==> config.mk <==
export PLATFORM = sky130hd
export DESIGN_NAME = interrupt_controller
export DESIGN_NICKNAME = d
export VERILOG_FILES = /design/src/rtl/irq_pkg.sv /design/src/rtl/irq_prio_enc.sv /design/src/rtl/interrupt_controller.sv
export SDC_FILE = /design/constraint.sdc
export NUM_CORES = 1
export LEC_CHECK = 0
export ABC_CLOCK_PERIOD_IN_PS = 1500
export BUFFER_PORTS_ARGS = -buffer_cell sky130_fd_sc_hd__clkbuf_2
export CORE_MARGIN = 4
export CORE_UTILIZATION = 41
export DETAILED_ROUTE_END_ITERATION = 12
export HOLD_SLACK_MARGIN = 0.06
export PLACE_DENSITY = 0.83
export REMOVE_ABC_BUFFERS = 1
export SYNTH_ARGS = -nofsm -noshare
export SYNTH_HDL_FRONTEND = slang
export SYNTH_SLANG_ARGS = --single-unit
==> constraint.sdc <==
create_clock -name CLK -period 1.5 [get_ports CLK]
set_clock_uncertainty 0.1 [all_clocks]
set_input_delay 0.45 -clock CLK [delete_from_list [all_inputs] [get_ports CLK]]
set_output_delay 0.45 -clock CLK [all_outputs]
set_load 0.05 [all_outputs]
==> src/rtl/irq_pkg.sv <==
// Shared types and constants for the interrupt controller.
package irq_pkg;

    typedef enum logic [1:0] {
        IDLE    = 2'd0,
        REQ     = 2'd1,
        SERVICE = 2'd2
    } irq_state_t;

    localparam logic [15:0] DEF_VEC_BASE = 16'hFFE0;
    localparam int unsigned VEC_STRIDE   = 2;

endpackage

==> src/rtl/irq_prio_enc.sv <==
// Fixed-priority encoder: index of the highest set request bit plus a valid flag.
module irq_prio_enc #(
    parameter  int unsigned N_SRC = 8,
    localparam int unsigned IDW   = $clog2(N_SRC)
) (
    input  logic [N_SRC-1:0] req,
    output logic [IDW-1:0]   id,
    output logic             valid
);

    // Ascending scan: the last (highest) set bit overwrites lower ones.
    always_comb begin
        id    = '0;
        valid = 1'b0;
        for (int i = 0; i < N_SRC; i++) begin
            if (req[i]) begin
                id    = IDW'(i);
                valid = 1'b1;
            end
        end
    end

endmodule

==> src/rtl/interrupt_controller.sv <==
// Maskable fixed-priority interrupt controller with a non-nesting
// request / acknowledge / return handshake towards the CPU.
module interrupt_controller
    import irq_pkg::*;
#(
    parameter  int unsigned N_SRC    = 8,
    parameter  logic [15:0] VEC_BASE = DEF_VEC_BASE,
    localparam int unsigned IDW      = $clog2(N_SRC)
) (
    input  logic             CLK,
    input  logic             RST_N,
    input  logic [N_SRC-1:0] IRQ,
    input  logic             IE_WE,
    input  logic [N_SRC-1:0] IE_WDATA,
    input  logic             GIE,
    input  logic             INT_ACK,
    input  logic             RETI,
    input  logic             OVF_CLR,
    output logic             INT_REQ,
    output logic [15:0]      VECTOR,
    output logic [IDW-1:0]   IRQ_ID,
    output logic [N_SRC-1:0] PENDING,
    output logic [N_SRC-1:0] IE,
    output logic [N_SRC-1:0] OVF
);

    irq_state_t       state;
    irq_state_t       state_nxt;
    logic [N_SRC-1:0] eligible;
    logic [IDW-1:0]   win_id;
    logic             win_valid;
    logic             ack_acc;
    logic             withdraw;
    logic             load_id;
    logic [N_SRC-1:0] clr_mask;
    logic [N_SRC-1:0] ovf_set;
    logic [15:0]      vec_c;

    assign eligible = GIE ? (PENDING & IE) : '0;

    irq_prio_enc #(.N_SRC(N_SRC)) u_prio_enc (
        .req   (eligible),
        .id    (win_id),
        .valid (win_valid)
    );

    // Ack is only honoured while a request is being presented.
    assign ack_acc  = (state == REQ) && INT_ACK;
    assign withdraw = !GIE || !IE[IRQ_ID];
    assign clr_mask = ack_acc ? (N_SRC'(1) << IRQ_ID) : '0;
    // A same-cycle ack of the bit suppresses overflow; the set still wins.
    assign ovf_set  = IRQ & PENDING & ~clr_mask;
    assign vec_c    = (VEC_BASE + 16'(VEC_STRIDE) * 16'(win_id)) & 16'hFFFE;

    always_ff @(posedge CLK or negedge RST_N) begin
        if (!RST_N) begin
            state <= IDLE;
        end else begin
            state <= state_nxt;
        end
    end

    always_comb begin
        state_nxt = state;
        case (state)
            IDLE: begin
                if (win_valid) begin
                    state_nxt = REQ;
                end
            end
            REQ: begin
                if (INT_ACK) begin
                    state_nxt = SERVICE;
                end else if (withdraw) begin
                    state_nxt = IDLE;
                end
            end
            SERVICE: begin
                if (RETI) begin
                    state_nxt = IDLE;
                end
            end
            default: state_nxt = IDLE;
        endcase
    end

    always_comb begin
        INT_REQ = 1'b0;
        load_id = 1'b0;
        if (state == REQ) begin
            INT_REQ = 1'b1;
        end
        if ((state == IDLE) && win_valid) begin
            load_id = 1'b1;
        end
    end

    // Pending/overflow latches, enable mask and the latched winner.
    always_ff @(posedge CLK or negedge RST_N) begin
        if (!RST_N) begin
            PENDING <= '0;
            OVF     <= '0;
            IE      <= '0;
            IRQ_ID  <= '0;
            VECTOR  <= VEC_BASE;
        end else begin
            PENDING <= (PENDING & ~clr_mask) | IRQ;
            OVF     <= (OVF_CLR ? '0 : OVF) | ovf_set;
            if (IE_WE) begin
                IE <= IE_WDATA;
            end
            if (load_id) begin
                IRQ_ID <= win_id;
                VECTOR <= vec_c;
            end
        end
    end

endmodule

* After elaboration in Yosys (flattened, before gate mapping)
Index checks and enable logic that the tools add are counted.
** Word-level totals
- Register bits after elaboration :: 44
- Output and inout port bits :: 44
** Operators by class
- Add/sub/neg operators :: 1
- Order comparisons :: 1
- Eq/ne operators :: 5
- Shifts and indexed selects :: 1
- Multiplexer cells :: 27
- Bitwise gates (word level) :: 7
- Reduce and logical (&&, ||, !) cells :: 7
** Operators with widths (count)
- bitwise AND 8 bit :: 4
- two-way mux 8 bit :: 3
- OR 8 bit :: 2
- two-way mux 1 bit :: 12
- two-way mux 2 bit :: 6
- two-way mux 3 bit :: 4
- NOT 8 bit :: 1
- << shifter 1 x 3 -> 8 bit (first input constant) :: 1
- adder 6 x 5 -> 7 bit (first input constant) :: 1
- one-hot mux 2 bit (3 select lines) :: 1
- less-than comparator 3 x 4 -> 1 bit (second input constant) :: 1
- inequality test 2 bit (second input constant) :: 2
- binary-select mux 1 bit (select 3 bit) :: 1
- inequality test 3 bit (second input constant) :: 1
- AND reduction 3 bit :: 1
- equality test 2 x 1 -> 1 bit (second input constant) :: 1
- equality test 2 bit (second input constant) :: 1
- logical AND 1 bit :: 2
- logical NOT 1 bit :: 2
- logical NOT 2 bit :: 1
- logical OR 1 bit :: 1

* Logic depth before layout (Yosys ltp)
- Depth after elaboration :: 12
- Mapped depth :: 5
- Gate-level depth less buffers :: 4

* Cells and area by module
Synthesis repeated with hierarchy kept, for this count alone.
** Unflattened totals
- Cells, all modules :: 140
- Area total of the unflattened synthesis :: 1443.9 um^2
** By module, submodules not included
- interrupt_controller :: instances 1, cells each 128, area each 1386.3 um^2, seq. area each 725.7 um^2
- irq_prio_enc :: instances 1, cells each 12, area each 57.6 um^2, seq. area each 0.0 um^2

* Least setup slack after synthesis
OpenSTA, ideal clock, no wires.
- Kind :: register to register
- Start point :: reg IRQ_ID[0]
- End point :: reg state[0]
- Library setup time :: 126 ps
- Data arrival time :: 1540 ps
- Path slack :: -266 ps
- Stages on the path, launching flop included :: 5
- Path buffers :: 1
- Clock period less this slack :: 1766 ps
- Cells stage by stage :: dfrtp_1 -> buf_6 -> mux4_2 -> o2111ai_1 -> nand2_1
** On the way
- Word-level cells in the longest chain between the ends :: 6
** Ends and longest elaborated chain
- start: declaration :: RTL line interrupt_controller.sv:21 : output logic [IDW-1:0] IRQ_ID,
- start signal: assignment :: RTL line interrupt_controller.sv:113 : IRQ_ID <= win_id;
- binary-select mux 1 bit (select 3 bit) :: RTL line interrupt_controller.sv:49 : assign withdraw = !GIE || !IE[IRQ_ID];
- two-way mux 1 bit (implied by the code) :: RTL line interrupt_controller.sv:49
- logical NOT 1 bit :: RTL line interrupt_controller.sv:49
- logical OR 1 bit :: RTL line interrupt_controller.sv:49
- inequality test 3 bit (no line)
- AND reduction 3 bit (no line)
- end signal: assignment :: RTL line interrupt_controller.sv:59 : state <= state_nxt;
- end: declaration :: RTL line interrupt_controller.sv:27 : irq_state_t state;
Every way passes these cells. The select of a mux whose other input is x is not followed.
A chain may end at the register's enable or synchronous reset.

* Final worst setup path
- Start point :: reg state[1]
- End point :: out INT_REQ
** On the way
- Word-level cells in the longest chain between the ends :: 2
** Ends and longest elaborated chain
- equality test 2 x 1 -> 1 bit :: RTL line interrupt_controller.sv:90 : if (state == REQ) begin
- two-way mux 1 bit :: RTL line interrupt_controller.sv:90
- end: declaration :: RTL line interrupt_controller.sv:19 : output logic INT_REQ,
Every way passes these cells.

==> metrics.txt <==
status=finished, violations left; failing checks=setup timing; CP Max Fanout=2; layout cells sized above 1=58.19%; Clock Pin Slew Worst Setup and Hold Paths=0.10 ns; Post-route DRC=0; area of the mapped netlist=0.001425 mm^2; Port-buffer cells=53; Crit Path Class=register to output pin; vias=1388; max-slew violation count=0; Final Hold Fails=0; fmax=596.1 MHz; Unique masters post-synth=30; Pre-antenna DRT Iters=4; MaxCap Viol Count=0; CP delay by family, top=flip-flops; CTS tree=yes; Hold WS=0.2081 ns; Worst Path Buf+Inv=1; # fillers=212; chip width=66.96 um; Net Sw Power=0.001663 W; Flop pwr share=27.1%; drt via density=4.993; Sw Share=42.94%; Worst Setup End Kind=output pin; combinational power share=58.7%; Hold Crit Class=primary input to register; ANT nets after route=0; CTS Root Buffer Type=clkbuf_4; DIE AREA=0.004483 mm^2; Place WS=-0.02817 ns; worst vdd ir=0.6974 mV; startpoint types=register; slack of the critical path=-0.1775 ns; vias in the first global route=1480; initial antenna violation count=0; DIE HEIGHT=66.96 um; CP Data Arrival Time=1.13 ns; total grt overflow=0; DR WL/cell=17.03 um; Critical Path Slowest Stage Cell=dfrtp_1; clock sink total=29; Worst path max stage delay=0.40 ns; number of buffers created by CTS=5; final period utilization=111.8%; Seq cells post-synth=29; unrepaired setup endpoints after global routing=true; most common cell after layout, fill and taps aside=buf_4; H-tree depth=2; Iter 0 DRT Violations=53; Final Critical Period=1.678 ns; Pwr Density=1479 mW/mm^2; commonest non-fill, non-tap cells in the layout=26 x buf_4, 23 x dfrtp_1, 22 x clkbuf_2; Pint=0.002210 W; core area=0.003337 mm^2; P_leak=1.288 nW; Site Rows=21; cells along the critical path=and2b_2, buf_8; Clk pwr share=14.3%; largest net degree at the start of global routing=30; Final setup violation count=31; total routed wirelength=4.733 mm; I/O pins=67; CTS max path bufs=2; worst skew pair latency=0.34 ns; total power=0.003873 W; Detail Placement HPWL=2.813 mm; Syn Area/Cell=10.33 um^2; GPL Wtd Cong=0.8677; CP required=0.95 ns; first-pass GRT wire length=6.989 mm; Mapped Cells=138; Layout Nets=254; ANT cells=0; GRT Total Usage=21.62%; area grow syn2layout=83.76%; Initial Util=42.71%; sequential-to-total area share from yosys stat=50.92%; Synth Warn #=0
## worst paths after layout
| kind | from | to | slack (ns) | depth (start not counted) |
|---|---|---|---|---|
| worst min-delay path | IRQ[4] | PENDING[4]$_DFF_PN0_ | 0.21 | 3 |
| worst max-delay path | state[1]$_DFFE_PN0P_ | INT_REQ | -0.18 | 2 |
| worst max register to register | state[1]$_DFFE_PN0P_ | OVF[0]$_DFF_PN0_ | -0.13 | 6 |
| min in group asynchronous | RST_N | PENDING[0]$_DFF_PN0_ | 0.49 | 3 |
| worst min register to register | OVF[5]$_DFF_PN0_ | OVF[5]$_DFF_PN0_ | 0.43 | 2 |
| max in group asynchronous | RST_N | IE[3]$_DFFE_PN0P_ | 0.63 | 3 |
## synthesized netlist by cell type
library cell	instances	area share, %
dfrtp_1	29	51
inv_1	17	4.5
nand2_1	17	4.5
buf_4	16	8.4
mux2_2	10	7.9
o22ai_1	9	4.0
o21ai_0	6	2.1
a22oi_1	4	2.1
nand3_1	3	1.1
a32oi_1	2	1.2
conb_1	2	0.53
mux2i_1	2	1.4
nand2b_1	2	0.88
nand3b_1	2	1.1
o31ai_1	2	1.1
a21oi_1	1	0.35
a22o_1	1	0.61
and2b_1	1	0.53
buf_1	1	0.26
buf_2	1	0.35
buf_6	1	0.79
clkbuf_1	1	0.26
mux4_2	1	1.6
nor2_1	1	0.26
nor3_2	1	0.70
nor3b_1	1	0.53
o2111ai_1	1	0.61
o21ai_2	1	0.61
or2_1	1	0.44
or2b_1	1	0.53
## routing by layer
layer / track usage (%) / routed length [um] / part of all wire (%)
met1: 24.04 / 1833 / 39
met2: 37.38 / 2382 / 50
met3: 6.239 / 364 / 7.7
met4: 10.63 / 153 / 3.2
met5: 0 / 0 / 0
## per-stage QoR
step	cells	instance area [um^2]	setup TNS, ns	util [%]
3_5_place_dp	247	1800	-0.1084	53.96
2_1_floorplan	129	1323	-5.558	-
5_1_grt	278	2619	-3.441	78.48
6_report	278	2619	-2.216	78.48
4_1_cts	274	2494	-1.406	74.73
3_3_place_gp	247	1800	-0.03282	53.96
## timing repair
action | CTS | global route
hold endpoints to repair | 29 | 0
pin swaps | 3 | 11
endpoints found under the setup margin | 34 | 48
resized for setup | 98 | 38
hold buffers | 1 | 0
setup buffers | 18 | 5
## flip-flops by register name, summed over array words and instances (netlist names)
name     flops
IRQ_ID       3
IE           8
PENDING      8
OVF          8
state        2
## power groups by stage
stage	clock (W)	sequential [W]	combinational, W
floorplan	0	0.00158	0.000419
global placement	0	0.00107	0.00135
detailed placement	0	0.00107	0.00137
CTS	0.000547	0.00101	0.00204
global route	0.000591	0.00106	0.00235
finish	0.000553	0.00105	0.00227
## logic make-up after synthesis
logic type	count (synthesis)	share of synthesized area [%]
compound gates	27	12.64
other cells	2	0.5270
mux	13	10.89
simple gates	30	10.45
flops	29	50.92
buf+inv	37	14.57
## worst register-to-register path, stage by stage (launching register included)
cell,delay (ns)
dfrtp_1,0.40
buf_4,0.14
buf_6,0.11
nand3b_1,0.17
or2_4,0.29
o31ai_4,0.21
o22ai_1,0.09
## area by class of cell
class,instances,area (um^2),area share [%]
clock buffer,7,65.06,2.484
clock inverter,1,5.005,0.1911
inverter,17,63.81,2.437
multi-input combinational,83,630.6,24.08
sequential,29,733.2,28.00
tap,46,57.56,2.198
timing repair buffer,95,1064,40.61
(Power assumes the default switching activity.)
